`config.mk`:
```
export PLATFORM = sky130hd
export DESIGN_NAME = axi_rd_arbiter
export DESIGN_NICKNAME = d
export VERILOG_FILES = /design/src/rtl/axi_rd_arbiter.sv
export SDC_FILE = /design/constraint.sdc
export NUM_CORES = 1
export LEC_CHECK = 0
export BUFFER_PORTS_ARGS = -buffer_cell sky130_fd_sc_hd__buf_2
export CAP_MARGIN = 20
export CORE_AREA = 3 3 699 701
export DETAILED_ROUTE_END_ITERATION = 16
export DIE_AREA = 0 0 702 704
export GPL_TIMING_DRIVEN = 0
export PLACE_DENSITY = 0.3
export SLEW_MARGIN = 15
export SYNTH_ARGS = -nofsm -noshare
export SYNTH_HDL_FRONTEND = slang
export SYNTH_SLANG_ARGS = --single-unit
```
`constraint.sdc`:
```
create_clock -name data_clk -period 3.65 [get_ports data_clk]
set_input_delay 0.73 -clock data_clk [delete_from_list [all_inputs] [get_ports data_clk]]
set_output_delay 0.73 -clock data_clk [all_outputs]
set_load 0.02 [all_outputs]
```
`src/rtl/axi_rd_arbiter.sv`:
```
// Two-requester AXI read arbiter: round-robin AR grant with an optional
// start-of-job gate on requester 1, and in-order R routing via a 1-bit
// order FIFO that remembers which requester owns each outstanding burst.
module axi_rd_arbiter #(
  parameter int unsigned C_ADDR_WIDTH      = 64,
  parameter int unsigned C_DATA_WIDTH      = 512,
  parameter int unsigned C_MAX_OUTSTANDING = 16
) (
  input  logic                                  data_clk,
  input  logic                                  data_rst_n,
  input  logic                                  ctrl_start,
  input  logic                                  cfg_nfa_first,
  input  logic                                  nfa_done_i,
  input  logic                                  s0_arvalid,
  output logic                                  s0_arready,
  input  logic [C_ADDR_WIDTH-1:0]               s0_araddr,
  input  logic [7:0]                            s0_arlen,
  output logic                                  s0_rvalid,
  input  logic                                  s0_rready,
  output logic [C_DATA_WIDTH-1:0]               s0_rdata,
  output logic                                  s0_rlast,
  input  logic                                  s1_arvalid,
  output logic                                  s1_arready,
  input  logic [C_ADDR_WIDTH-1:0]               s1_araddr,
  input  logic [7:0]                            s1_arlen,
  output logic                                  s1_rvalid,
  input  logic                                  s1_rready,
  output logic [C_DATA_WIDTH-1:0]               s1_rdata,
  output logic                                  s1_rlast,
  output logic                                  m_axi_arvalid,
  input  logic                                  m_axi_arready,
  output logic [C_ADDR_WIDTH-1:0]               m_axi_araddr,
  output logic [7:0]                            m_axi_arlen,
  input  logic                                  m_axi_rvalid,
  output logic                                  m_axi_rready,
  input  logic [C_DATA_WIDTH-1:0]               m_axi_rdata,
  input  logic                                  m_axi_rlast,
  output logic [$clog2(C_MAX_OUTSTANDING):0]    outstanding_o,
  output logic                                  busy_o,
  output logic                                  err_o
);

  localparam int unsigned PTR_W = $clog2(C_MAX_OUTSTANDING);
  localparam int unsigned CNT_W = PTR_W + 1;

  typedef enum logic {
    ST_IDLE  = 1'b0,
    ST_ISSUE = 1'b1
  } state_t;

  state_t                   r_state;
  state_t                   w_state_nxt;
  logic                     r_gate;
  logic                     r_last_grant;
  logic                     r_err;
  logic [C_ADDR_WIDTH-1:0]  r_araddr;
  logic [7:0]               r_arlen;
  logic [C_MAX_OUTSTANDING-1:0] r_order;
  logic [PTR_W-1:0]         r_wr_ptr;
  logic [PTR_W-1:0]         r_rd_ptr;
  logic [CNT_W-1:0]         r_count;

  logic w_full;
  logic w_empty;
  logic w_elig0;
  logic w_elig1;
  logic w_grant0;
  logic w_grant1;
  logic w_push;
  logic w_pop;
  logic w_head;
  logic w_rsel0;
  logic w_rsel1;
  logic w_start;

  assign w_full  = (r_count == CNT_W'(C_MAX_OUTSTANDING));
  assign w_empty = (r_count == '0);

  // Reset term keeps arready low while data_rst_n is held, even though the FSM sits in IDLE.
  assign w_elig0 = data_rst_n && (r_state == ST_IDLE) && s0_arvalid && !w_full;
  assign w_elig1 = data_rst_n && (r_state == ST_IDLE) && s1_arvalid && !w_full && !r_gate;

  // AR state register
  always_ff @(posedge data_clk or negedge data_rst_n) begin
    if (!data_rst_n) r_state <= ST_IDLE;
    else             r_state <= w_state_nxt;
  end

  // Next-state and round-robin grant decode
  always_comb begin
    w_state_nxt = r_state;
    w_grant0    = 1'b0;
    w_grant1    = 1'b0;
    case (r_state)
      ST_IDLE: begin
        if (w_elig0 && (!w_elig1 || r_last_grant)) begin
          w_grant0    = 1'b1;
          w_state_nxt = ST_ISSUE;
        end else if (w_elig1) begin
          w_grant1    = 1'b1;
          w_state_nxt = ST_ISSUE;
        end
      end
      ST_ISSUE: begin
        if (m_axi_arready) w_state_nxt = ST_IDLE;
      end
      default: w_state_nxt = ST_IDLE;
    endcase
  end

  assign s0_arready    = w_grant0;
  assign s1_arready    = w_grant1;
  assign m_axi_arvalid = (r_state == ST_ISSUE);
  assign m_axi_araddr  = r_araddr;
  assign m_axi_arlen   = r_arlen;
  assign w_push        = m_axi_arvalid && m_axi_arready;

  assign busy_o  = !w_empty || (r_state != ST_IDLE);
  assign w_start = ctrl_start && !busy_o;

  // Capture granted request; last_grant doubles as the pending burst's owner ID
  always_ff @(posedge data_clk or negedge data_rst_n) begin
    if (!data_rst_n) begin
      r_araddr     <= '0;
      r_arlen      <= '0;
      r_last_grant <= 1'b1;
    end else if (w_grant0) begin
      r_araddr     <= s0_araddr;
      r_arlen      <= s0_arlen;
      r_last_grant <= 1'b0;
    end else if (w_grant1) begin
      r_araddr     <= s1_araddr;
      r_arlen      <= s1_arlen;
      r_last_grant <= 1'b1;
    end else if (w_start) begin
      r_last_grant <= 1'b1;
    end
  end

  // Requester-1 gate: armed at job start, released by nfa_done_i
  always_ff @(posedge data_clk or negedge data_rst_n) begin
    if (!data_rst_n)     r_gate <= 1'b0;
    else if (w_start)    r_gate <= cfg_nfa_first && !nfa_done_i;
    else if (nfa_done_i) r_gate <= 1'b0;
  end

  // R routing follows the owner of the oldest outstanding burst
  assign w_head       = r_order[r_rd_ptr];
  assign w_rsel0      = !w_empty && !w_head;
  assign w_rsel1      = !w_empty &&  w_head;
  assign s0_rvalid    = w_rsel0 && m_axi_rvalid;
  assign s1_rvalid    = w_rsel1 && m_axi_rvalid;
  assign s0_rdata     = m_axi_rdata;
  assign s1_rdata     = m_axi_rdata;
  assign s0_rlast     = m_axi_rlast;
  assign s1_rlast     = m_axi_rlast;
  assign m_axi_rready = (w_rsel0 && s0_rready) || (w_rsel1 && s1_rready);
  assign w_pop        = m_axi_rvalid && m_axi_rready && m_axi_rlast;

  // Order FIFO: push owner on AR handshake, pop on last R beat
  always_ff @(posedge data_clk or negedge data_rst_n) begin
    if (!data_rst_n) begin
      r_order  <= '0;
      r_wr_ptr <= '0;
      r_rd_ptr <= '0;
      r_count  <= '0;
    end else begin
      if (w_push) begin
        r_order[r_wr_ptr] <= r_last_grant;
        r_wr_ptr          <= r_wr_ptr + PTR_W'(1);
      end
      if (w_pop) r_rd_ptr <= r_rd_ptr + PTR_W'(1);
      case ({w_push, w_pop})
        2'b10:   r_count <= r_count + CNT_W'(1);
        2'b01:   r_count <= r_count - CNT_W'(1);
        default: r_count <= r_count;
      endcase
    end
  end

  // Sticky error: R beat with nothing outstanding
  always_ff @(posedge data_clk or negedge data_rst_n) begin
    if (!data_rst_n)                 r_err <= 1'b0;
    else if (m_axi_rvalid && w_empty) r_err <= 1'b1;
  end

  assign outstanding_o = r_count;
  assign err_o         = r_err;

endmodule

```
==> flow_metrics.tcl, run 1 <==
set metrics [dict create \
    power_per_cell_area_nw_per_um2 339 \
    routed_via_density 1.64 \
    fin_hold_viols 0 \
    cts_tree "built" \
    rr_worst_depth 12 \
    die_height_um 704 \
    first_pass_iters 4 \
    power_leakage_nw 12.3 \
    share_of_the_core_filled_with_cells_in_the_final_layout_pct 5.77 \
    worstSetupEndpointType "register" \
    core_area_um2 482000 \
    finalNonFillerCells 9253 \
    timing.rr.end "outstanding_o[4]$_DFFE_PN0P_" \
    number_of_global_route_vias_before_repair 14637 \
    setup_violations 0 \
    fp.dieW_um 702 \
    hp-class "in2async" \
    synth-seq-cells 105 \
    drv_slew 0 \
    synth_edf_count 0 \
    io_buffers 1266 \
    cts_clk_pin_slew_worst_paths_ps 100 \
    tightest_slew_ps 700 \
    slowest_delay_ps 570 \
    fp.dieArea_um2 494000 \
    grt_remaining_overflow 0 \
    dpl.hpwl_um 280000 \
    post-route-period-util_pct 94.5 \
    ctsLongestPathBuffers 3 \
    synth_warnings 0 \
    postSynthNetCount 2172 \
    crit_path_start_kind "register" \
    row_count 255 \
    syn_avg_cell_area_um2 8.53 \
    maxSlewHeadroom_pct 53.3 \
    number_of_primary_i_o_pins 1779 \
    place.detailed.instances 9191 \
    maxCapViolations 0 \
    track_usage_pct 11.3 \
    async_flop_share_pct 100 \
    ys_dominant_reg_cell "dfrtp_1" \
    path_cells "buf_6 -> mux4_2 -> mux4_2 -> mux2i_4 -> nor2_4 -> ha_4 -> fa_1 -> a21o_1 -> a21oi_2 -> xor2_1 -> nor2_1 -> xor2_1" \
    ant_nets 0 \
    start_util_pct 2.64 \
    critPathMaxFanout 6 \
    syn_inst 1494 \
    r2r_start "r_rd_ptr[2]$_DFFE_PN0P_" \
    numCtsBuffers 13 \
    fmaxAchievable_mhz 290 \
    rsz0062_at_grt "no" \
    final_weighted_congestion_of_routability_driven_global_placement 1.01 \
    crit_buf_inv 1 \
    leading_cell_type_in_the_layout_fill_and_taps_excluded "buf_2" \
    timing_worst_setup_path_type "reg2reg" \
    synth_sequential_area_ratio_pct 20.6 \
    routed-via-count 15203 \
    multi_input_comb_area_um2 2300 \
    layout.nets 3458 \
    drcViolationCount 0 \
    sequential_cell_area_um2 2630 \
    drive_gt1_share_pct 85.0 \
    cts_htree_levels 3 \
    syn_to_layout_area_delta_pct 118 \
    layout.filler_cells 57471 \
    grt_start_max_net_pins 63 \
    ctsRootBufferMaster "clkbuf_16" \
    final_critical_path_setup_slack_ps 200 \
    finalWorstPathRequiredPeriod_ps 3450 \
    post-place-ws_ps -1500 \
    required_time_at_the_worst_slack_endpoint_ps 4080 \
    critical_path.top_delay_family "multiplexers" \
    ff2ff_setup_slack_ps 200 \
    synthesis.area_um2 12700 \
    cts_hold_repair.buffers 0 \
    wl_um 292000 \
    drt_iter0_drc 863 \
    worst_skew_pair.late_latency_ps 550 \
    critical_path_arrival_ps 3880 \
    avgRoutedWirePerCell_um 31.6 \
    timing.critical_path.slowest_stage_cell "mux4_2" \
    antenna_found_initial 139 \
    status "finished, final reports clean" \
    first_pass_grt_wire_length_um 324000 \
    total_power_mw 9.45 \
    synth_cell_types 36 \
    final_cell_mix "buf_2, buf_4, dfrtp_1" \
    vdd_drop_max_uv 239 \
    fin_skew_ps 26.7 \
    tritoncts_num_sinks 105 \
]
[timing repair]
| action | 4_1_cts | 5_1_grt |
|---|---|---|
| endpoints found under the setup margin | 51 | 3 |
| setup buffers | 0 | 0 |
| resized for setup | 11 | 6 |
| pin swaps | 0 | 0 |
[metrics by stage]
step,instance area (um^2),hold WS [ps],TNS [ps]
floorplan,12700,434,0
global placement,27100,453,-473850
detailed placement,27300,452,-49870
CTS,27700,91.7,0
global route,27800,124,0
finish,27800,155,0
[Yosys cell counts (all sizes together), types with 9 or more instances]
| library cell | count | area, um^2 |
|---|---|---|
| buf | 1036 | 7750 |
| dfrtp | 104 | 2600 |
| nor2 | 92 | 348 |
| a21oi | 76 | 380 |
| mux2i | 76 | 773 |
| clkbuf | 21 | 80.1 |
| mux2 | 18 | 206 |
| nand2 | 10 | 37.5 |
| ha | 9 | 113 |
[how the worst max path moves through the flow]
stage                                        end  cells past startpoint                          from
CTS                 outstanding_o[4]$_DFFE_PN0P_                     12       r_rd_ptr[2]$_DFFE_PN0P_
finish              outstanding_o[4]$_DFFE_PN0P_                     12       r_rd_ptr[2]$_DFFE_PN0P_
floorplan           outstanding_o[4]$_DFFE_PN0P_                     12       r_rd_ptr[2]$_DFFE_PN0P_
global route                          s1_arready                      8  outstanding_o[1]$_DFFE_PN0P_
global placement    m_axi_araddr[25]$_DFFE_PN0P_                      8                    data_rst_n
detailed placement                    s1_arready                      9                    data_rst_n
[power by group]
| group | total, mW | internal [mW] | leakage, nW | switching (mW) |
|---|---|---|---|---|
| Clock | 1.46 | 0.741 | 0.186 | 0.722 |
| Combinational | 5.97 | 2.07 | 10.9 | 3.90 |
| Sequential | 2.02 | 1.65 | 1.20 | 0.367 |
[cells by family (layout without fill, tap and decap cells)]
group                      Yosys count  in the layout  synth area share, %
and+or+nand+nor                    121            121                 3.91
xor gates and xnor gates            10             10                0.687
buffers and inverters             1062           2350                 61.6
DFF                                105            105                 20.6
other                                0             46                    0
adders and majority gates           10             10                 1.04
muxes                               99             99                 8.57
AOI/OAI and AO/OA                   87             87                 3.57
[sequential cells by signal, indices dropped and copies added (netlist names)]
name           count
r_order           16
r_gate             1
m_axi_arvalid      1
m_axi_arlen        8
m_axi_araddr      64
r_rd_ptr           4
r_wr_ptr           4
outstanding_o      5
r_last_grant       1
err_o              1
[cell type report]
cell class                      instances  share of cell area (%)
Inverter                                5                  0.0674
Clock buffer                           14                    1.22
Tap cell                             6425                    28.9
Multi-Input combinational cell        327                    8.25
Buffer                               1056                    28.3
Sequential cell                       105                    9.44
Clock inverter                          3                   0.166
Timing Repair Buffer                 1272                    23.3
Antenna cell                           46                   0.413
[metal layers]
layer | track usage, % | routed length [um] | vias up | share of wire (%)
li1 | - | - | 6301 | -
met1 | 11.4 | 100000 | 7206 | 34
met2 | 17.1 | 124000 | 1337 | 42
met3 | 10.4 | 59500 | 295 | 20
met4 | 2.50 | 8170 | 64 | 2.8
met5 | 0.223 | 504 | - | 0.17
Note: power is estimated with default switching activity, not from simulation.
==> inputs of run 2 (changes only) <==
- BUFFER_PORTS_ARGS: -buffer_cell sky130_fd_sc_hd__buf_2 -> default
- DONT_BUFFER_PORTS: default -> 1
- PLACE_DENSITY: 0.3 -> default
==> run 2 against run 1 <==
Net effect:
- global-route usage is 2.7 points higher
- register-to-register slack worse by 30 ps
- design area is 23% lower
- final cell count is 13% lower
- critical path depth stayed put
- setup slack worse by 29 ps
==> flow_metrics.tcl, run 2 (synthesized netlist as in run 1, its figures left out) <==
set metrics [dict create \
    sequential_power_share_pct 34.1 \
    cts_tree "built" \
    first_pass_iters 5 \
    status "finished, final reports clean" \
    tightest_slew_ps 1010 \
    routed-via-count 12058 \
    timing_worst_setup_path_type "reg2reg" \
    required_time_at_the_worst_slack_endpoint_ps 4000 \
    drive_gt1_share_pct 72.3 \
    rsz0062_at_grt "no" \
    syn_to_layout_area_delta_pct 68.7 \
    start_util_pct 2.64 \
    final_weighted_congestion_of_routability_driven_global_placement 1.34 \
    die_height_um 704 \
    antenna_found_initial 198 \
    drt_iter0_drc 765 \
    ant_nets 0 \
    io_buffers 0 \
    maxSlewHeadroom_pct 32.8 \
    grtUsageMet3_pct 16.4 \
    row_count 255 \
    worst_skew_pair.late_latency_ps 450 \
    cts_clk_pin_slew_worst_paths_ps 150 \
    power_per_cell_area_nw_per_um2 423 \
    core_area_um2 482000 \
    ctsRootBufferMaster "clkbuf_16" \
    layout.nets 2189 \
    tritoncts_num_sinks 105 \
    fin_hold_viols 0 \
    fin_skew_ps 68.3 \
    crit_buf_inv 1 \
    grt_start_max_net_pins 81 \
    power_leakage_nw 7.24 \
    slowest_delay_ps 560 \
    finalNonFillerCells 8041 \
    leading_cell_type_in_the_layout_fill_and_taps_excluded "buf_4" \
    final_critical_path_setup_slack_ps 171 \
    critical_path_arrival_ps 3830 \
    final_cell_mix "buf_4, dfrtp_1, nor2_1" \
    wl_um 362000 \
    global_route.usage.met2_pct 20.9 \
    drcViolationCount 0 \
    power_switching_share_pct 60.2 \
    use_met1_pct 12.0 \
    total_power_mw 9.08 \
    hp-class "in2async" \
    timing.critical_path.slowest_stage_cell "mux4_2" \
    cell_internal_pwr_mw 3.62 \
    ctsLongestPathBuffers 2 \
    avgRoutedWirePerCell_um 45.1 \
    number_of_global_route_vias_before_repair 10942 \
    finalWorstPathRequiredPeriod_ps 3480 \
    track_usage_pct 14.1 \
    post-route-period-util_pct 95.3 \
    pwr-share-clk_pct 13.1 \
    grt_remaining_overflow 0 \
    net-switching-power_mw 5.47 \
    path_cells "buf_2 -> mux4_2 -> mux4_2 -> mux2i_4 -> nor2_2 -> ha_2 -> fa_1 -> a21o_1 -> a21oi_1 -> xor2_1 -> nor2_1 -> xor2_1" \
    largest_register_ff_count 64 \
    setup_violations 0 \
    combinational_power_share_pct 52.9 \
    critPathMaxFanout 6 \
    place.detailed.instances 7923 \
    crit_path_start_kind "register" \
    drv_slew 0 \
    fp.dieArea_um2 494000 \
    fmaxAchievable_mhz 287 \
    post-place-ws_ps 46.7 \
    dpl.hpwl_um 349000 \
    critical_path.top_delay_family "multiplexers" \
    vdd_drop_max_uv 461 \
    numCtsBuffers 9 \
    number_of_primary_i_o_pins 1779 \
    routed_via_density 1.50 \
    fp.dieW_um 702 \
    cts_htree_levels 3 \
    worstSetupEndpointType "register" \
    first_pass_grt_wire_length_um 387000 \
    maxCapViolations 0 \
    global_route_layer_with_the_greatest_usage "met2" \
]
-- run 2: changes by cell type in the layout (fill, tap and decap cells not counted), moves of 4 or more --
cell and delta:
clkbuf_2 -5, clkbuf_16 -4, diode_2 +54, buf_2 -1261, clkbuf_1 +6
-- run 2: cell type report --
type                    count  area, um^2
flip-flops and latches    105        2630
fillers                 57261      461000
multi-input cells         327        2300
repair buffers              6         108
well taps                6425        8040
clock buffers              11         243
inverters                   5        18.8
clock inverters             5        68.8
diodes                    100         250
plain buffers            1057        7840
-- run 2: path summary, 6_finish.rpt --
kind / start / end / slack, ps / depth (start not counted)
worst max-delay path: r_rd_ptr[2]$_DFFE_PN0P_ / outstanding_o[4]$_DFFE_PN0P_ / 170 / 12
min in group data_clk: nfa_done_i / r_gate$_DFFE_PN0P_ / 390 / 1
max in group asynchronous: data_rst_n / m_axi_araddr[29]$_DFFE_PN0P_ / 2990 / 1
worst min-delay path: data_rst_n / m_axi_araddr[35]$_DFFE_PN0P_ / 60 / 0
worst min register to register: r_order[14]$_DFFE_PN0P_ / r_order[14]$_DFFE_PN0P_ / 510 / 1
worst max register to register: r_rd_ptr[2]$_DFFE_PN0P_ / outstanding_o[4]$_DFFE_PN0P_ / 170 / 12
-- run 2: power by group through the flow --
stage	registers, mW	logic [mW]	clock network (mW)
5_1_grt	3.28	5.10	1.29
6_report	3.09	4.80	1.19
4_1_cts	3.15	4.91	1.27
3_5_place_dp	3.16	4.88	0
3_3_place_gp	3.15	4.80	0
2_1_floorplan	2.40	2.71	0
-- run 2: what timing repair did --
action	in CTS	in global routing
hold endpoints to repair	80	0
setup buffers	0	1
resized for setup	4	3
cloned	0	0
hold buffers	1	0
setup endpoints to repair	1	8
-- run 2: stage by stage --
stage	area, um^2	TNS (ps)	util [%]	hold slack (ps)
3_5_place_dp	20900	0	4.33	437
6_report	21500	0	4.46	58.3
2_1_floorplan	12700	0	-	434
4_1_cts	21200	0	4.40	6.29
5_1_grt	21300	0	4.42	4.30
3_3_place_gp	20800	-55010	4.31	438
-- run 2: per-layer routing --
layer  vias up  routed length [um]
met5         -                1410
met4       124               12400
met3       488               89300
met2      1777              152000
met1      5853              108000
li1       3816                   -
==> inputs of run 3 (changes only) <==
- CORE_AREA: 3 3 699 701 -> 3 3 686 688
- DIE_AREA: 0 0 702 704 -> 0 0 689 691
==> run 3 against run 2 <==
Net effect:
- clock-buffer cell count down 2
- routed wire length up 1.1%
- sequential power down 5%
- combinational power about the same
- total power about the same
- via count up 1.3%
- utilization up 0.10 points
- non-clock buffer count up 1
- fmax down 0.51%
- clock skew down 22 ps
- first-iteration DRC count up 18%
- register-to-register slack worse by 20 ps
==> flow_metrics.tcl, run 3 (synthesized netlist as in run 1, its figures left out) <==
set metrics [dict create \
    status "finished, final reports clean" \
    global_route.usage.met2_pct 21.7 \
    fin_hold_viols 0 \
    place.detailed.instances 7670 \
    wl_um 366000 \
    finalWorstPathRequiredPeriod_ps 3500 \
    numCtsBuffers 9 \
    syn_to_layout_area_delta_pct 66.0 \
    die_height_um 691 \
    fp.dieW_um 689 \
    slowest_delay_ps 560 \
    layout.nets 2190 \
    ant_nets 0 \
    row_count 250 \
    leading_cell_type_in_the_layout_fill_and_taps_excluded "buf_4" \
    cts_tree "built" \
    routed-via-count 12219 \
    track_usage_pct 14.8 \
    cts_htree_levels 3 \
    timing_worst_setup_path_type "reg2reg" \
    use_met1_pct 13.5 \
    hp-class "in2async" \
    vdd_drop_max_uv 340 \
    maxSlewHeadroom_pct 42.2 \
    power_leakage_nw 7.24 \
    tritoncts_num_sinks 105 \
    setup_violations 0 \
    dpl.hpwl_um 353000 \
    cts_clk_pin_slew_worst_paths_ps 120 \
    critical_path_arrival_ps 3820 \
    worst_skew_pair.late_latency_ps 490 \
    finalNonFillerCells 7777 \
    routed_via_density 1.57 \
    crit_path_start_kind "register" \
    grt_start_max_net_pins 105 \
    fin_skew_ps 46.7 \
    maxCapViolations 0 \
    core_area_um2 464000 \
    number_of_global_route_vias_before_repair 11013 \
    grt_remaining_overflow 0 \
    fmaxAchievable_mhz 286 \
    antenna_found_initial 203 \
    drive_gt1_share_pct 72.1 \
    critical_path.top_delay_family "multiplexers" \
    largest_register_ff_count 64 \
    drcViolationCount 0 \
    final_weighted_congestion_of_routability_driven_global_placement 1.36 \
    worstSetupEndpointType "register" \
    timing.critical_path.slowest_stage_cell "mux4_2" \
    start_util_pct 2.75 \
    critPathMaxFanout 6 \
    ctsRootBufferMaster "clkbuf_16" \
    fp.dieArea_um2 476000 \
    final_cell_mix "buf_4, dfrtp_1, nor2_1" \
    layout.filler_cells 55186 \
    drt_iter0_drc 904 \
    avgRoutedWirePerCell_um 47.1 \
    number_of_primary_i_o_pins 1779 \
    post-route-period-util_pct 95.8 \
    grtUsageMet3_pct 16.0 \
    path_cells "buf_2 -> mux4_2 -> mux4_2 -> mux2i_4 -> nor2_2 -> ha_4 -> ha_1 -> a21o_1 -> a21oi_1 -> xor2_1 -> nor2_1 -> xor2_1" \
    io_buffers 0 \
    tightest_slew_ps 867 \
    first_pass_grt_wire_length_um 390000 \
    crit_buf_inv 1 \
    drv_slew 0 \
    rsz0062_at_grt "yes" \
    required_time_at_the_worst_slack_endpoint_ps 3980 \
    share_of_the_core_filled_with_cells_in_the_final_layout_pct 4.56 \
    ctsLongestPathBuffers 2 \
    global_route_layer_with_the_greatest_usage "met2" \
    power_per_cell_area_nw_per_um2 429 \
    first_pass_iters 5 \
]
## run 3: changes by cell type in the layout (fill, tap and decap cells not counted), moves of 2 or more
cell / before / now
buf_2: 9 / 7
buf_4: 1028 / 1030
buf_8: 3 / 1
clkinv_8: 0 / 2
diode_2: 100 / 86
mux2i_1: 72 / 75
mux2i_2: 3 / 0
## run 3: repair_timing
item                                    in CTS  in global routing
gates resized for setup                      6                  3
hold buffers                                 1                  0
hold endpoints to repair                   104                  0
endpoints found under the setup margin       7                  2
buffers inserted                             0                  2
## run 3: layout make-up
type                       count  area [um^2]  share of cell area [%]
tap                         6174         7720                    36.5
antenna                       86          215                    1.02
buffer                      1057         7840                    37.1
timing repair buffer           7          109                   0.514
inverter                       5         18.8                  0.0887
clock inverter                 7         88.8                   0.420
clock buffer                   9          225                    1.06
multi-input combinational    327         2310                    10.9
sequential                   105         2630                    12.4
## run 3: path summary, 6_finish.rpt
check,startpoint,slack (ps),to,depth (start not counted)
hold / removal,data_rst_n,110,r_last_grant$_DFFE_PN1P_,0
max in group asynchronous,data_rst_n,2770,m_axi_araddr[42]$_DFFE_PN0P_,1
min in group data_clk,nfa_done_i,330,r_gate$_DFFE_PN0P_,1
setup / recovery,r_rd_ptr[2]$_DFFE_PN0P_,150,outstanding_o[4]$_DFFE_PN0P_,12
hold reg to reg,r_order[9]$_DFFE_PN0P_,510,r_order[9]$_DFFE_PN0P_,1
setup reg to reg,r_rd_ptr[2]$_DFFE_PN0P_,150,outstanding_o[4]$_DFFE_PN0P_,12
## run 3: where the power goes
group          switching, mW  internal, mW  leakage, nW  total, mW
clock                  0.818         0.503        0.153       1.32
combinational           3.37          1.44         5.89       4.81
sequential              1.31          1.64         1.20       2.95
## run 3: routing by layer
layer	vias up	routed length [um]
li1	3815	-
met1	5994	114000
met2	1839	152000
met3	477	86600
met4	94	12500
met5	-	1090
## run 3: through the flow
stage | setup slack [ps] | setup TNS [ps] | power [mW] | hold slack (ps) | cell area [um^2]
CTS | 28.3 | 0 | 9.29 | 46.4 | 20900
finish | 153 | 0 | 9.08 | 110 | 21200
global placement | -1540 | -42270 | 7.74 | 438 | 20500
floorplan | 394 | 0 | 5.11 | 434 | 12700
detailed placement | -278 | -396 | 7.80 | 438 | 20500
global route | -33.1 | -68.2 | 9.65 | 56.0 | 21000
